[config.mk]
export PLATFORM = sky130hd
export DESIGN_NAME = wb_collector
export DESIGN_NICKNAME = d
export VERILOG_FILES = /design/src/rtl/wb_collector.sv
export SDC_FILE = /design/constraint.sdc
export NUM_CORES = 1
export LEC_CHECK = 0
export CELL_PAD_IN_SITES_DETAIL_PLACEMENT = 0
export CELL_PAD_IN_SITES_GLOBAL_PLACEMENT = 1
export CORE_ASPECT_RATIO = 1.1
export CORE_UTILIZATION = 33
export CTS_CLUSTER_DIAMETER = 40
export CTS_CLUSTER_SIZE = 30
export DETAILED_ROUTE_END_ITERATION = 6
export GPL_ROUTABILITY_DRIVEN = 1
export HOLD_SLACK_MARGIN = 0.15
export PLACE_DENSITY = 0.7
export SLEW_MARGIN = 10
export SYNTH_ARGS = -nofsm -noshare
export SYNTH_HDL_FRONTEND = slang
export SYNTH_SLANG_ARGS = --single-unit
export TNS_END_PERCENT = 1
[constraint.sdc]
create_clock -name clk -period 3.9 [get_ports clk]
set_input_delay 0.39 -clock clk [delete_from_list [all_inputs] [get_ports clk]]
set_output_delay 0.39 -clock clk [all_outputs]
set_load 0.02 [all_outputs]
[src/rtl/wb_collector.sv]
// Writeback collector: per-lane FIFOs drained one beat per cycle by a
// round-robin arbiter onto the single register-file writeback / retire port.
module wb_collector #(
  parameter int NumLanes  = 2,
  parameter int FifoDepth = 2,
  parameter int MaskWidth = 32,
  parameter int VRegWidth = 6,
  parameter int RidWidth  = 4,
  localparam int LaneW    = (NumLanes > 1) ? $clog2(NumLanes) : 1,
  localparam int PtrW     = $clog2(FifoDepth),
  localparam int CntW     = $clog2(FifoDepth) + 1
) (
  input  logic                                clk,
  input  logic                                rst,
  input  logic [NumLanes-1:0]                 iOpValid,
  input  logic [NumLanes-1:0][MaskWidth-1:0]  iMask,
  input  logic [NumLanes-1:0]                 iDstRegValid,
  input  logic [NumLanes-1:0][VRegWidth-1:0]  iDstRegVID,
  input  logic [NumLanes-1:0]                 iDstRegType,
  input  logic [NumLanes-1:0][RidWidth-1:0]   iRID,
  output logic [NumLanes-1:0]                 stall,
  output logic                                oWbValid,
  output logic                                oWbWrite,
  output logic [MaskWidth-1:0]                oWbMask,
  output logic [VRegWidth-1:0]                oWbVID,
  output logic                                oWbType,
  output logic [RidWidth-1:0]                 oWbRID,
  output logic [LaneW-1:0]                    oWbLane,
  input  logic                                wbReady
);

  typedef struct packed {
    logic [MaskWidth-1:0] mask;
    logic                 dst_valid;
    logic [VRegWidth-1:0] vid;
    logic                 dst_type;
    logic [RidWidth-1:0]  rid;
  } entry_t;

  logic [NumLanes-1:0]         empty;
  entry_t [NumLanes-1:0]       lane_head;
  entry_t                      head;
  logic [LaneW-1:0]            rr_ptr;
  logic [LaneW-1:0]            lock_lane;
  logic                        lock_valid;
  logic [LaneW-1:0]            grant;
  logic [LaneW-1:0]            cand;
  logic                        transfer;

  for (genvar i = 0; i < NumLanes; i++) begin : g_lane
    entry_t          mem [FifoDepth];
    logic [PtrW-1:0] rd_ptr;
    logic [PtrW-1:0] wr_ptr;
    logic [CntW-1:0] count;
    logic            push;
    logic            pop;

    // stall comes from registered count only, so a held op is never re-captured
    assign stall[i]     = (count == CntW'(FifoDepth));
    assign empty[i]     = (count == '0);
    assign push         = iOpValid[i] && !stall[i];
    assign pop          = transfer && (grant == LaneW'(i));
    assign lane_head[i] = mem[rd_ptr];

    always_ff @(posedge clk) begin
      if (rst) begin
        rd_ptr <= '0;
        wr_ptr <= '0;
        count  <= '0;
      end else begin
        if (push) wr_ptr <= wr_ptr + PtrW'(1);
        if (pop)  rd_ptr <= rd_ptr + PtrW'(1);
        if (push && !pop)      count <= count + CntW'(1);
        else if (pop && !push) count <= count - CntW'(1);
      end
    end

    always_ff @(posedge clk) begin
      if (push) begin
        mem[wr_ptr] <= '{mask:      iMask[i],
                         dst_valid: iDstRegValid[i],
                         vid:       iDstRegVID[i],
                         dst_type:  iDstRegType[i],
                         rid:       iRID[i]};
      end
    end
  end

  // Search downward so the lane closest to rr_ptr is the last (winning) match.
  always_comb begin
    grant = rr_ptr;
    cand  = '0;
    if (lock_valid) begin
      grant = lock_lane;
    end else begin
      for (int k = NumLanes - 1; k >= 0; k--) begin
        cand = LaneW'((int'(rr_ptr) + k) % NumLanes);
        if (!empty[cand]) grant = cand;
      end
    end
  end

  assign head     = lane_head[grant];
  assign oWbValid = !empty[grant];
  assign oWbWrite = head.dst_valid;
  assign oWbMask  = head.mask;
  assign oWbVID   = head.vid;
  assign oWbType  = head.dst_type;
  assign oWbRID   = head.rid;
  assign oWbLane  = grant;
  assign transfer = oWbValid && wbReady;

  // A stalled beat locks the grant so the outputs stay stable until accepted.
  always_ff @(posedge clk) begin
    if (rst) begin
      rr_ptr     <= '0;
      lock_valid <= 1'b0;
      lock_lane  <= '0;
    end else if (transfer) begin
      rr_ptr     <= (grant == LaneW'(NumLanes - 1)) ? '0 : grant + LaneW'(1);
      lock_valid <= 1'b0;
    end else if (oWbValid) begin
      lock_valid <= 1'b1;
      lock_lane  <= grant;
    end
  end

endmodule

# Yosys cells after proc, flatten, opt, wreduce, memory -nomap -nowiden
# Memory sizes are Yosys's and may differ from the RTL's. A register that Yosys moved wholly into a read port is not among the register bits.
# Cells that the tools add are included.
op_classes:
  n_eq_ne: 2
  n_reduce_logical: 22
  n_div: 0
  bitwise: 3
  n_lt_le_gt_ge: 3
  muxes: 24
  addsub: 10
  n_shift: 0
  n_mul: 0
op_table:
  columns: ["op", "n"]
  rows:
  - ["$mux W44", 2]
  - ["$mux W1", 18]
  - ["$logic_and A1 B1 Y1", 9]
  - ["$mux W2", 4]
  - ["$logic_not A1 Y1", 7]
  - ["$add A1 B1 Y1 const B", 6]
  - ["$lt A1 B2 Y1 const B", 3]
  - ["$add A2 B1 Y2 const B", 2]
  - ["$eq A2 B2 Y1 const B", 2]
  - ["$logic_not A2 Y1", 2]
  - ["$reduce_bool A2 Y1", 2]
  - ["$sub A2 B1 Y2 const B", 2]
  - ["$not A1 Y1", 3]
  - ["$reduce_and A2 Y1", 1]
  - ["$reduce_or A2 Y1", 1]
totals:
  elab_cells: 75
  inputBits: 93
  mem_bits_ro: 0
  ramBits: 176
  output_inout_bits: 48
  n_memories: 2
  reg_bits: 11
  latch_bits: 0
mem_list:
  columns: ["name", "depth", "width", "read_ports", "rd_clocked_by_memory_dff", "write_ports", "line", "rtl"]
  rows:
  - ["g_lane[0].mem", 2, 44, 1, 1, 1, "51", "entry_t mem [FifoDepth];"]
  - ["g_lane[1].mem", 2, 44, 1, 1, 1, "51", null]

# Logic depth before layout (Yosys ltp)
logic_depth:
  ltp_word: 14
  ltp_mapped: 8
  mapped_depth_nobuf: 7

# Worst setup path before layout
# Ideal clock, no wire load.
synth_timing:
  path_type: "flip-flop to flip-flop"
  from: "reg g_lane[0].count[0]"
  to: "mem g_lane[0].mem[0][0] (netlist name) (enable)"
  stages_incl_launch_ff: 5
  required_time_ns: 3.455
  setup_time_ns: 0.445
  setup_slack_ns: 0.902
  arrival_time_ns: 2.552
  synth_period_minus_slack_ns: 2.998
  n_path_buf: 1
  cell_sequence: "dfxtp_1 > buf_2 > nand2b_1 > nand2_1 > nor2_1"
synth_via:
  elab_chain_cells: 5
synth_rtl:
  columns: ["element", "line", "rtl"]
  rows:
  - ["start, declared", "54", "logic [CntW-1:0] count;"]
  - ["start signal, assigned", "73", "if (push && !pop) count <= count + CntW'(1);"]
  - ["start signal, assigned", "74", "else if (pop && !push) count <= count - CntW'(1);"]
  - ["$eq A2 B2 Y1", "59", "assign stall[i] = (count == CntW'(FifoDepth));"]
  - ["$logic_not A1 Y1", "61", "assign push = iOpValid[i] && !stall[i];"]
  - ["$logic_and A1 B1 Y1", "61", null]
  - ["$mux W1", "79", "if (push) begin"]
  - ["$mux W1 (implied by the code)", "80", "mem[wr_ptr] <= '{mask: iMask[i],"]
  - ["end, declared", "51", null]
# Every way passes these cells.

# Final worst setup path
layout_timing:
  from: "reg rr_ptr"
  to: "out oWbRID[0]"
layout_via:
  elab_chain_cells: 8
  word_cells_on_any_way: 10
  classes_between: "add/sub: 1; mux: 9"
layout_rtl:
  columns: ["element", "line", "rtl"]
  rows:
  - ["start, declared", "43", "logic [LaneW-1:0] rr_ptr;"]
  - ["start signal, assigned", "120", "rr_ptr <= (grant == LaneW'(NumLanes - 1)) ? '0 : grant + LaneW'(1);"]
  - ["$add A1 B1 Y1", "97", "cand = LaneW'((int'(rr_ptr) + k) % NumLanes);"]
  - ["$mux W1 (implied by the code) (2 in series)", "98", "if (!empty[cand]) grant = cand;"]
  - ["$mux W1", "98", null]
  - ["$mux W1 (*)", "98", null]
  - ["$mux W1 (*)", "93", "if (lock_valid) begin"]
  - ["$mux W44 (implied by the code) (*) (2 in series)", "103", "assign head = lane_head[grant];"]
  - ["end, declared", "27", "output logic [RidWidth-1:0] oWbRID,"]
# Every way passes the cells marked *; elsewhere a longest branch is shown, timed or not. The select of a mux whose other input is x is not followed.

==> impl_summary.md <==
Floorplan
The overall die width is 154 um. The floorplan has 60 rows. The area of the die is 26200 um2. The floorplan step defined a core boundary enclosing 24800 um2. Once the floorplan was initialized, standard cells occupied 34.0% of the core. The height of the chip is 170 um.

Pin placement for this block handled 141 I/O pins.

Timing
The clock period minus final worst setup slack is 3.44 ns. The final setup violation count is 0. Setup repair after global routing left no endpoint under its margin. The final critical path takes up 88.3% of the cycle. The final hold violation count is 0. Measured against its own limit, the worst slew margin works out to 41.7%. The measured slew at the worst slew-check pin is 0.875 ns. The number of pins with negative max-slew slack in the final report was 0. Across the routed clock network, the largest skew measured is 0.0150 ns.

The upper clock frequency limit is 0.290 GHz. Summed over all failing endpoints, the final setup total negative slack is 0 ns.

Critical path
The signal on the critical path passes through nor3_1 > o22a_2 > buf_12 > a22oi_1 > a31o_2 > clkdlybuf4s50_1. Data arrives at the worst endpoint at 3.05 ns. Of all nets on the critical path, the largest fanout is 25.

The kind of critical path is flip-flop to primary output. The required time of the critical path is 3.51 ns. On the worst path, the slowest cell contributes a delay of 0.62 ns. The capture point of the worst reg-to-reg path is g_lane[1].count[1].

Grouping stages by cell kind, the critical path spends the most delay in compound AO/OA/AOI/OAI gates. On the critical path, the stage with the largest delay is an instance of sky130_fd_sc_hd__o22a_2. The setup slack on the worst flop-to-flop path is 1.48 ns. The worst flop-to-flop path startpoint is lock_valid. Counting both buffers and inverters, the worst setup path holds a total of 2. The critical path crosses 6 cells after its start point. The length in cells of the worst reg-to-reg path is 7.

STA classifies the critical path startpoint as a flip-flop. The worst setup path is captured at a primary output.

Global routing
The number of global-route vias before repair is 5487. Across every metal layer, demand over resource in global routing totals 15.2%. The first global-routing pass estimated 29700 um of wire. The pin count of the biggest net entering global routing is 45.

The initial antenna violation count is 0. After global routing the overflow that remains totals 0.

Min path
The worst hold path passes through 2 cells. The path class of the tightest hold or removal check is flip-flop to flip-flop. The hold path startpoint is g_lane[0].rd_ptr.

CTS
Clock-pin slew was measured on the worst setup and hold paths at 0.07 ns. The root buffer cell is sky130_fd_sc_hd__clkbuf_16. The number of gates resized after CTS was 0.

The number of buffers created by CTS is 17. CTS built an H-tree with a depth of 4. The clock network latency to the later pin of the worst-skew pair is 0.43 ns. The number of buffers inserted for hold repair after clock tree synthesis is 0. TritonCTS built the clock tree. The maximum count of clock buffers along a single path is 2. The number of clock sinks seen by CTS is 189.

The post-CTS setup repair buffer count is 0.

Pwr
The internal power consumption is 5520 uW. Sequential cells account for 33.1% of the total power. The clock share of power is 19.3%. The fraction of power spent switching nets is 38.3%.

Dividing total power by cell area gives a power density of 836 nW/um2. Per report_power, the combinational group accounts for 47.6% of the total. The static leakage is 0.00346 uW. The maximum vdd drop is 561 uV. Summed over all nets, the switching power comes to 3420 uW.

Layout
The area added between synthesis and finish is 27.0%. Once layout is done, the placed cells without fillers occupy 10700 um2. The fraction of layout instances using a drive strength above 1 is 14.0%.

The final layout contains 783 nets. The final antenna diode count is 0. The number of filler cells placed in the layout is 2248.

Placement
At the end of routability-driven placement, the weighted congestion stood at 0.724. The detailed placer's ending HPWL is 12600 um. The cell area after placement is 10100 um2. The number of buffer cells added on primary ports is 140.

Logic synthesis
Counting every instance in the synthesized netlist gives 556. The number of synthesized flops with an enable pin is 176. The share of the Yosys chip area taken by registers is 65.9%. Of all cell types, the one taking the most synthesized area is sky130_fd_sc_hd__edfxtp_1.

Yosys mapped the design onto 31 distinct sky130hd cell types. After synthesis the netlist holds a flip-flop and latch count of 189. The netlist area before placement is 8420 um2. The library cell with the highest instance count after synthesis is sky130_fd_sc_hd__edfxtp_1. By area the synthesized netlist is led by sky130_fd_sc_hd__edfxtp_1, sky130_fd_sc_hd__mux2i_1, sky130_fd_sc_hd__a22oi_2, sky130_fd_sc_hd__a31o_1, sky130_fd_sc_hd__nand2b_1.

The top cell type by area accounts for 62.8% of the synthesized area. The Yosys step of the flow raised 0 warnings. Dividing the synthesized area by the synthesized cell count gives 15.1 um2.

The commonest cells after synthesis are sky130_fd_sc_hd__edfxtp_1, sky130_fd_sc_hd__mux2i_1, sky130_fd_sc_hd__nand2_1. The net count after synthesis is 651. The proportion of register bits with asynchronous set or reset after synthesis is 0%. The commonest register cell after synthesis is sky130_fd_sc_hd__edfxtp_1.

Route
The routed wire length is 19500 um. For this run, design rule violations remaining after detail routing come to 0. The detail-routed net length per standard cell is 19.3 um. The post-detailed-route via-to-cell ratio is 5.06. The vias after detailed routing is 5114. The length of the first detailed-routing pass in iterations is 5.

After the first detailed-routing iteration, the DRC count stood at 311. The final antenna-violating net count is 0.

Run status
The run finished with clean final reports.

Flow run
The max-capacitance violation count is 0.
[flip-flops by register name, summed over array words and instances, names as in the netlist, named ones only]
register,count
g_lane.mem,176
g_lane.count,4
g_lane.rd_ptr,2
g_lane.wr_ptr,2
lock_lane,1
lock_valid,1
rr_ptr,1
[metal layers]
metal  vias to the layer above  part of all wire (%)  global-route usage (%)
li1                       2404                     -                       -
met5                         -                     0                       0
met4                         0                   1.1                    4.91
met3                        15                   5.2                    3.19
met1                      2550                    42                    17.4
met2                       145                    52                    28.1
[through the flow]
step / setup WS, ns / util (%) / std cells / hold WS, ns / power (uW)
floorplan: 0.902 / - / 556 / 0.459 / 5750
global placement: 0.914 / 40.8 / 979 / 0.485 / 7230
detailed placement: 0.902 / 40.8 / 979 / 0.485 / 7310
CTS: 0.425 / 43.2 / 1011 / 0.513 / 9070
global route: 0.296 / 43.2 / 1011 / 0.528 / 9410
finish: 0.456 / 43.2 / 1011 / 0.510 / 8940
[power by group through the flow]
stage / sequential [uW] / combinational, uW / clock [uW]
3_3_place_gp: 2990 / 4240 / 0
5_1_grt: 3010 / 4560 / 1840
6_report: 2960 / 4250 / 1730
4_1_cts: 2970 / 4330 / 1770
3_5_place_dp: 3020 / 4290 / 0
2_1_floorplan: 2750 / 3000 / 0
[tightest hold or removal path: cells and delay by family (launching register included)]
kind                      cells  cell delay [ns]
and+or+nand+nor               1             0.07
DFF                           1             0.33
xor gates and xnor gates      1             0.08
[cell families (layout without fill, tap and decap cells)]
| logic type | after synthesis | after routing | share of synthesized area [%] |
|---|---|---|---|
| AOI/OAI and AO/OA | 107 | 107 | 12.5 |
| muxes | 89 | 89 | 10.6 |
| xor gates and xnor gates | 7 | 7 | 0.728 |
| and+or+nand+nor | 119 | 119 | 7.07 |
| buffers and inverters | 43 | 188 | 2.96 |
| adders and majority gates | 2 | 2 | 0.297 |
| DFF | 189 | 189 | 65.9 |
[placed cells by master (no fill, tap or decap), types with 3 or more instances in the layout]
master                            instances
sky130_fd_sc_hd__edfxtp_1               176
sky130_fd_sc_hd__clkdlybuf4s50_1        140
sky130_fd_sc_hd__mux2i_1                 88
sky130_fd_sc_hd__nand2_1                 49
sky130_fd_sc_hd__nand2b_1                47
sky130_fd_sc_hd__a31o_1                  41
sky130_fd_sc_hd__a22oi_2                 40
sky130_fd_sc_hd__clkbuf_16               17
sky130_fd_sc_hd__dfxtp_1                  9
sky130_fd_sc_hd__nor2_1                   8
sky130_fd_sc_hd__buf_4                    8
sky130_fd_sc_hd__xor2_1                   7
sky130_fd_sc_hd__a21oi_1                  7
sky130_fd_sc_hd__inv_1                    6
sky130_fd_sc_hd__a22oi_1                  5
sky130_fd_sc_hd__or3_1                    4
sky130_fd_sc_hd__o21ai_0                  4
sky130_fd_sc_hd__inv_6                    4
sky130_fd_sc_hd__a31o_2                   3
sky130_fd_sc_hd__inv_8                    3
sky130_fd_sc_hd__clkinv_2                 3
[worst max path at each step]
stage                             startpoint                   to  slack, ns
after floorplan           g_lane[0].count[0]  g_lane[0].mem[0][0]       0.90
after global placement                rr_ptr            oWbRID[0]       0.91
after detailed placement              rr_ptr            oWbRID[0]       0.90
after CTS                             rr_ptr            oWbRID[0]       0.43
after global routing                  rr_ptr          oWbMask[29]       0.30
final                                 rr_ptr            oWbRID[0]       0.46
[layout make-up]
type                    instances  area (um2)  share of cell area, %
flip-flops and latches        189        5560                   52.0
multi-input cells             324        2640                   24.7
repair buffers                150        1500                   14.0
clock buffers                  17         425                   3.98
well taps                     310         388                   3.63
clock inverters                15         155                   1.45
inverters                       6        22.5                  0.211
Note: power is estimated with default switching activity, not from simulation.
